**src/rtl/store_buffer.sv**
```systemverilog
// +----------------------------------------------------------------------------+
// | Module   : store_buffer                                                    |
// | Purpose  : Posted-write FIFO between EX/MEM and data_memory; forwards      |
// |            loads from queued stores and drains in free port cycles.        |
// | Options  : STORE_BUF_COALESCE_EN - stores to a buffered address merge      |
// |            into the existing entry instead of allocating a new one.        |
// | Revision : 1.0 - initial release                                           |
// +----------------------------------------------------------------------------+
`default_nettype none

module store_buffer #(
  parameter int DEPTH = 4,
  parameter int AW    = 32,
  parameter int DW    = 32
) (
  input  logic          clk,
  input  logic          rst,
  input  logic          st_valid,
  input  logic [AW-1:0] st_addr,
  input  logic [DW-1:0] st_data,
  input  logic          ld_valid,
  input  logic [AW-1:0] ld_addr,
  output logic [DW-1:0] ld_data,
  output logic          stall,
  input  logic          drain_req,
  output logic          empty,
  output logic [AW-1:0] mem_addr,
  output logic [DW-1:0] mem_wdata,
  output logic          mem_write,
  output logic          mem_read,
  input  logic [DW-1:0] mem_rdata
);

  localparam int              c_PW      = $clog2(DEPTH);
  localparam logic [c_PW:0]   c_FULL    = (c_PW+1)'(DEPTH);
  localparam logic [c_PW:0]   c_CNT_ONE = (c_PW+1)'(1);
  localparam logic [c_PW-1:0] c_PTR_ONE = c_PW'(1);

  logic [AW-1:0]   r_addr [DEPTH];
  logic [DW-1:0]   r_data [DEPTH];
  logic [c_PW-1:0] r_head;
  logic [c_PW-1:0] r_tail;
  logic [c_PW:0]   r_count;

  logic          w_full;
  logic          w_ld_match;
  logic [DW-1:0] w_ld_fwd;
  logic          w_hit;
  logic          w_drain;
  logic          w_coal;
  logic          w_enq;

  assign w_full = (r_count == c_FULL);
  assign empty  = (r_count == '0);

  // Walk oldest to youngest so the last match left standing is the youngest.
  always_comb begin
    w_ld_match = 1'b0;
    w_ld_fwd   = '0;
    for (int i = 0; i < DEPTH; i++) begin : g_ld_search
      logic [c_PW-1:0] idx;
      idx = r_head + c_PW'(i);
      if (((c_PW+1)'(i) < r_count) && (r_addr[idx] == ld_addr)) begin
        w_ld_match = 1'b1;
        w_ld_fwd   = r_data[idx];
      end
    end
  end

  assign w_hit   = ld_valid && w_ld_match;
  // The port is free for a drain unless a missing load needs it; full and
  // drain_req override the load.
  assign w_drain = !rst && (r_count != '0) &&
                   (!ld_valid || w_hit || w_full || drain_req);

`ifdef STORE_BUF_COALESCE_EN
  logic            w_st_match;
  logic [c_PW-1:0] w_st_idx;

  always_comb begin
    w_st_match = 1'b0;
    w_st_idx   = '0;
    for (int i = 0; i < DEPTH; i++) begin : g_st_search
      logic [c_PW-1:0] idx;
      idx = r_head + c_PW'(i);
      if (((c_PW+1)'(i) < r_count) && (r_addr[idx] == st_addr)) begin
        w_st_match = 1'b1;
        w_st_idx   = idx;
      end
    end
  end

  // A head entry leaving this cycle cannot absorb the store.
  assign w_coal = st_valid && w_st_match && !(w_drain && (w_st_idx == r_head));
`else
  assign w_coal = 1'b0;
`endif

  assign w_enq = st_valid && !w_full && !w_coal;

  always_comb begin
    mem_addr  = '0;
    mem_wdata = '0;
    mem_write = 1'b0;
    mem_read  = 1'b0;
    ld_data   = '0;
    if (w_drain) begin
      mem_write = 1'b1;
      mem_addr  = r_addr[r_head];
      mem_wdata = r_data[r_head];
    end else if (ld_valid && !w_hit) begin
      mem_read  = 1'b1;
      mem_addr  = ld_addr;
    end
    if (w_hit) begin
      ld_data = w_ld_fwd;
    end else if (ld_valid && !w_drain) begin
      ld_data = mem_rdata;
    end
  end

  assign stall = (st_valid && w_full && !w_coal) ||
                 (ld_valid && !w_hit && w_drain);

  always_ff @(posedge clk) begin
    if (rst) begin
      r_head  <= '0;
      r_tail  <= '0;
      r_count <= '0;
    end else begin
      if (w_enq) begin
        r_tail <= r_tail + c_PTR_ONE;
      end
      if (w_drain) begin
        r_head <= r_head + c_PTR_ONE;
      end
      case ({w_enq, w_drain})
        2'b10:   r_count <= r_count + c_CNT_ONE;
        2'b01:   r_count <= r_count - c_CNT_ONE;
        default: r_count <= r_count;
      endcase
    end
  end

  // Entry storage needs no reset; validity comes from head/count.
  always_ff @(posedge clk) begin
    if (!rst) begin
      if (w_enq) begin
        r_addr[r_tail] <= st_addr;
        r_data[r_tail] <= st_data;
      end
`ifdef STORE_BUF_COALESCE_EN
      if (w_coal) begin
        r_data[w_st_idx] <= st_data;
      end
`endif
    end
  end

  a_count_bound : assert property (@(posedge clk) disable iff (rst) r_count <= c_FULL);
  a_port_excl   : assert property (@(posedge clk) disable iff (rst) !(mem_write && mem_read));

endmodule

`default_nettype wire

```
**config.mk**
```make
export PLATFORM = sky130hd
export DESIGN_NAME = store_buffer
export DESIGN_NICKNAME = d
export VERILOG_FILES = /design/src/rtl/store_buffer.sv
export SDC_FILE = /design/constraint.sdc
export NUM_CORES = 1
export LEC_CHECK = 0
export CORE_MARGIN = 2
export CORE_UTILIZATION = 40
export DETAILED_ROUTE_END_ITERATION = 7
export HOLD_SLACK_MARGIN = 0.12
export PLACE_DENSITY = 0.61
export SYNTH_ARGS = -nofsm -noshare
export SYNTH_HDL_FRONTEND = slang
export SYNTH_SLANG_ARGS = --single-unit
export TNS_END_PERCENT = 10
```
**constraint.sdc**
```tcl
create_clock -name clk -period 7.63 [get_ports clk]
set_input_delay 1.9075 -clock clk [delete_from_list [all_inputs] [get_ports clk]]
set_output_delay 1.9075 -clock clk [all_outputs]
set_load 0.05 [all_outputs]
```
* Yosys cells after proc, flatten, opt, wreduce, memory -nomap -nowiden *
Memories as Yosys holds them, arrays and structs flattened. A register that Yosys moved wholly into a read port is not among the register bits.
Cells that the tools add are included.

storage, ports and cells
  flip-flop bits (word level) = 7
  bits in writable memories = 256
  bits of input ports = 133
  output and inout bits = 100
  logic and storage cells = 70
  memories = 2

memory list
  name    words  bits a word  read ports  clocked after Yosys merged registers in  write ports  line  text
  r_addr  4      32           4           1                                        1            39    logic [AW-1:0] r_addr [DEPTH];
  r_data  4      32           4           1                                        1            40    logic [DW-1:0] r_data [DEPTH];

operators by class
  add/sub/neg operators = 6
  $lt $le $gt $ge = 4
  equal/unequal tests = 7
  multiplexer cells = 24
  reduce and logical (&&, ||, !) cells = 24

operators by type and width
  cell                                                        count
  2-to-1 mux 32 bit                                           9
  == test 32 bit                                              4
  logical AND 1 bit                                           12
  2-to-1 mux 1 bit                                            10
  2-to-1 mux 2 bit                                            4
  less-than comparator 1 x 3 -> 1 bit (first input constant)  2
  less-than comparator 2 x 3 -> 1 bit (first input constant)  2
  one-hot mux 3 bit (2 select lines)                          1
  zero test 1 bit                                             5
  adder 2 x 1 -> 2 bit (second input constant)                2
  adder 2 bit (second input constant)                         2
  logical OR 1 bit                                            4
  adder 3 x 1 -> 3 bit (second input constant)                1
  == test 3 bit (second input constant)                       1
  zero test 3 bit                                             1
  nonzero test 3 bit                                          1
  subtractor 3 x 1 -> 3 bit (second input constant)           1
  == test 2 x 1 -> 1 bit (second input constant)              1
  == test 2 bit (second input constant)                       1
  nonzero test 2 bit                                          1

* Longest topological paths before layout *
An unclocked memory read counts as a cell.

  word-level depth = 16
  gate-level depth with buffers = 20
  mapped depth without buffers = 15

* Worst setup path after synthesis *
OpenSTA, ideal clock, no wires.

  path kind = input -> output
  from = input ld_addr[9]
  to = output mem_addr[13]
  arrival time = 4731 ps
  required time = 5722 ps
  path slack = 991 ps
  stages on the path = 10
  buffers on the path = 1
  cells stage by stage = buf_1 -> inv_1 -> a222oi_1 -> nand2_1 -> o22a_1 -> or3_1 -> o221ai_1 -> nor3b_2 -> or3_4 -> o2bb2ai_1

on the way
  longest elaborated chain between the ends = 12
  elaborated cells on any way between the ends = 21
  classes of those cells = 4 x eq/ne; 6 x mux; 11 x reduce/logical

ends and longest elaborated chain
  item                            line  text
  start: declaration              22    input logic [AW-1:0] ld_addr,
  == test 32 bit                  63    if (((c_PW+1)'(i) < r_count) && (r_addr[idx] == ld_addr)) begin
  logical AND 1 bit               63
  2-to-1 mux 1 bit (3 in series)  63
  2-to-1 mux 1 bit *              63
  logical AND 1 bit *             70    assign w_hit = ld_valid && w_ld_match;
  logical OR 1 bit (3 in series)  74    (!ld_valid || w_hit || w_full || drain_req);
  logical AND 1 bit               73    assign w_drain = !rst && (r_count != '0) &&
  2-to-1 mux 32 bit *             107   if (w_drain) begin
  end: declaration                27    output logic [AW-1:0] mem_addr,

Every way passes the cells marked *; elsewhere a longest branch is shown, timed or not.

* Worst setup path after layout *
  from = input ld_addr[3]
  to = output ld_data[27]

on the way
  longest elaborated chain between the ends = 15
  elaborated cells on any way between the ends = 25
  classes of those cells = 4 x eq/ne; 10 x mux; 11 x reduce/logical

ends and longest elaborated chain
  item                            line  text
  == test 32 bit                  63
  logical AND 1 bit               63
  2-to-1 mux 1 bit (4 in series)  63
  logical AND 1 bit               70
  logical OR 1 bit (3 in series)  74
  logical AND 1 bit               73
  zero test 1 bit                 117   end else if (ld_valid && !w_drain) begin
  logical AND 1 bit               117
  2-to-1 mux 32 bit               117
  2-to-1 mux 32 bit *             115   if (w_hit) begin
  end: declaration                23    output logic [DW-1:0] ld_data,

Marked as above.

==> summary.md <==
| Metric | Value |
|---|---|
| Status | `complete, no violations` |
| CP bufs+invs | `5` |
| Initial antenna violation count | `9` |
| Post-CTS setup buffers | `0` |
| Post-Syn Instances | `1364` |
| Worst Tran Pin Value | `0.983 ns` |
| Crit-path leading delay family | `buffers and inverters` |
| Core area | `45400 sq um` |
| Final Hold Vio Count | `0` |
| Setup repair after global routing missed its margin | `false` |
| Area growth syn-to-layout | `26.8%` |
| WHS Path Cells | `2` |
| Fin cells | `2184` |
| Crit-path max FO | `42` |
| Die X | `218 microns` |
| DIE AREA | `47700 sq um` |
| Static Leak | `7.64 nW` |
| Largest area contributor in the netlist | `edfxtp_1` |
| DRC Markers | `0` |
| Initial DRC count | `1555` |
| Drt first pass iters | `6` |
| Vias in the first global route | `13800` |
| VDD IR max | `207 uV` |
| Worst-path clk slew | `0.05 ns` |
| WP data arrival | `5.46 ns` |
| Vias per cell | `6.27` |
| Top area cells in the synthesized netlist | `edfxtp_1, mux4_2, mux2i_1, xnor2_1, nand3_1` |
| Reg-to-reg startpoint | `r_head[0]` |
| Crit-path slowest cell | `clkdlybuf4s50_1` |
| Critical Path End | `ld_data[27]` |
| Final Setup Violations | `0` |
| H-tree levels | `1` |
| Ratio of cells with drive above 1 in the final layout | `27.3%` |
| TritonCTS clock tree | `done` |
| CP dominant cell by count | `buf_12` |
| CP Capture Type | `output port` |
| Routed vias | `13700` |
| Cell count along the critical path | `13` |
| Synth Area in XOR/XNOR | `5.00%` |
| Synth cell count leaders | `edfxtp_1, mux4_2, mux2i_1, xnor2_1, nand3_1` |
| Nets | `1698` |
| Share of the synthesized area in the top cell type | `41.8%` |
| Clk buf depth | `3` |
| Global-route wire length before repair | `88500 microns` |
| Mux cell area share after synthesis | `30.5%` |
| CTS Buf Count | `31` |
| Post-Syn Area per Cell | `13.5 sq um` |
| Worst hold path class | `reg -> reg` |
| Final RePlAce weighted congestion | `0.922` |
| R2R depth | `14` |
| Critical Path Source Type | `primary input` |
| Placed cells | `2123` |
| Adder and majority gate portion of the synthesized area | `0.612%` |
| Total wire length | `58600 microns` |
| Global-route usage over all layers | `24.6%` |
| Maxcap violations | `0` |
| Total negative slack | `0 ns` |
| Reg2reg end | `r_count[2]` |
| Async S/R FF share, synth | `0%` |
| Core Rows | `78` |
| Crit. Startpoint | `ld_addr[3]` |
| Largest net degree at the start of global routing | `115` |
| Later-pin clock latency in the skew report | `0.60 ns` |
| Skew final | `0.0166 ns` |
| Synth Cell Area | `18400 sq um` |
| Syn Nets | `1506` |
| Flop2flop setup slack | `2.89 ns` |
| Final slew viol count | `0` |
| Total grt overflow | `0` |
| CTS hold repair buffers | `0` |
| CP peak stage delay | `0.49 ns` |
| YS warnings | `0` |
| DPL Wire Length | `40800 microns` |
| Most frequent cell after synthesis | `edfxtp_1` |
| Synth Area in Compound Gates | `8.73%` |
| FMAX | `136 MHz` |
| EDFF count, synth | `256` |
| Crit-path cells | `clkdlybuf4s50_1 -> clkinv_1 -> xnor2_1 -> o2111ai_1 -> or3_4 -> nor4_4 -> a41oi_4 -> buf_4 -> nand4_1 -> nor2_4 -> buf_12 -> a211o_1 -> buf_12` |
| Worst Path Required | `5.72 ns` |
| Root buffer cell | `clkbuf_16` |
| Chip height | `218 microns` |
| CTS sink count | `265` |
| Post-synthesis sequential area ratio | `42.8%` |
| Ports | `233` |
| Final min period | `7.37 ns` |
| Antenna Violating Nets Remaining | `0` |
| Primary FF master, synth | `edfxtp_1` |
| Synth Area in Simple Gates | `7.57%` |
| Tcrit/Tclk final | `96.6%` |
| Resized cells post-CTS | `0` |
| Unique masters post-synth | `66` |
| Initial core utilization | `40.5%` |
| Slew margin rel. | `34.4%` |
| Largest family of logic cells by synthesized area | `multiplexers` |
| Pwr dens | `298 nW/um^2` |
| CP Class | `in -> out` |
| Wire length per cell | `26.8 microns` |
| #FFs+latches synth | `265` |
| PortBufs | `232` |
where the power goes:
group / switching [mW] / total (mW) / internal (mW)
combinational: 1.89 / 3.66 / 1.77
sequential: 0.199 / 1.88 / 1.69
clock: 0.604 / 1.41 / 0.801
total: 2.70 / 6.95 / 4.25
metal layers:
metal / wire length [microns] / up-vias / global-route usage (%)
li1: - / 5882 / -
met1: 24000 / 7033 / 33.7
met2: 28400 / 655 / 39.8
met3: 4320 / 113 / 4.26
met4: 1920 / 8 / 8.16
met5: 45 / - / 0
how the worst min path moves through the flow:
stage / start / endpoint
final: r_tail[1] / r_tail[1]
after global routing: r_tail[1] / r_tail[1]
after CTS: r_tail[1] / r_tail[1]
after detailed placement: r_tail[1] / r_tail[1]
after global placement: r_tail[1] / r_tail[1]
after floorplan: r_tail[1] / r_tail[1]
per-stage QoR:
stage / setup WS, ns / util (%) / area, sq um / power (mW) / hold WS (ns)
2_1_floorplan: 0.991 / - / 18400 / 4.32 / 0.469
3_3_place_gp: 0.285 / 49.2 / 22300 / 5.56 / 0.486
3_5_place_dp: 0.287 / 49.2 / 22300 / 5.57 / 0.493
4_1_cts: 0.273 / 51.4 / 23300 / 6.98 / 0.500
5_1_grt: 0.160 / 51.4 / 23300 / 7.24 / 0.555
6_report: 0.259 / 51.4 / 23300 / 6.95 / 0.498
tightest hold or removal path, stage by stage, from the launching register on:
cell     delay [ns]
dfxtp_1        0.33
nand2_1        0.06
a21oi_1        0.05
cell usage in the layout (no fill, tap or decap), types with 34 or more instances in the layout:
cell             synthesis  routed
edfxtp_1               256     256
mux4_2                 200     200
clkdlybuf4s50_1          0     133
buf_12                   0     107
mux2i_1                103     103
xnor2_1                 77      77
nand3_1                 71      71
nand2_1                 60      60
a21oi_1                 57      57
buf_4                   12      49
inv_1                   47      47
o21ai_0                 43      43
and2_1                  38      34
final cells by class:
class | instances | area [sq um]
multi-input cells | 918 | 9680
diodes | 5 | 12.5
inverters | 51 | 196
well taps | 600 | 751
clock buffers | 41 | 833
flip-flops and latches | 265 | 7880
repair buffers | 289 | 3840
clock inverters | 15 | 124
fillers | 3815 | 22100
sequential cells by signal (all words and copies together) (netlist names), named ones only:
name	flops
r_addr	128
r_head	2
r_count	3
r_data	128
r_tail	2
logic make-up after synthesis:
kind of cell	after synthesis
simple gates	264
buf+inv	181
mux	310
flops	265
fa+ha+maj	9
xor+xnor	105
compound gates	230
(Power assumes the default switching activity.)
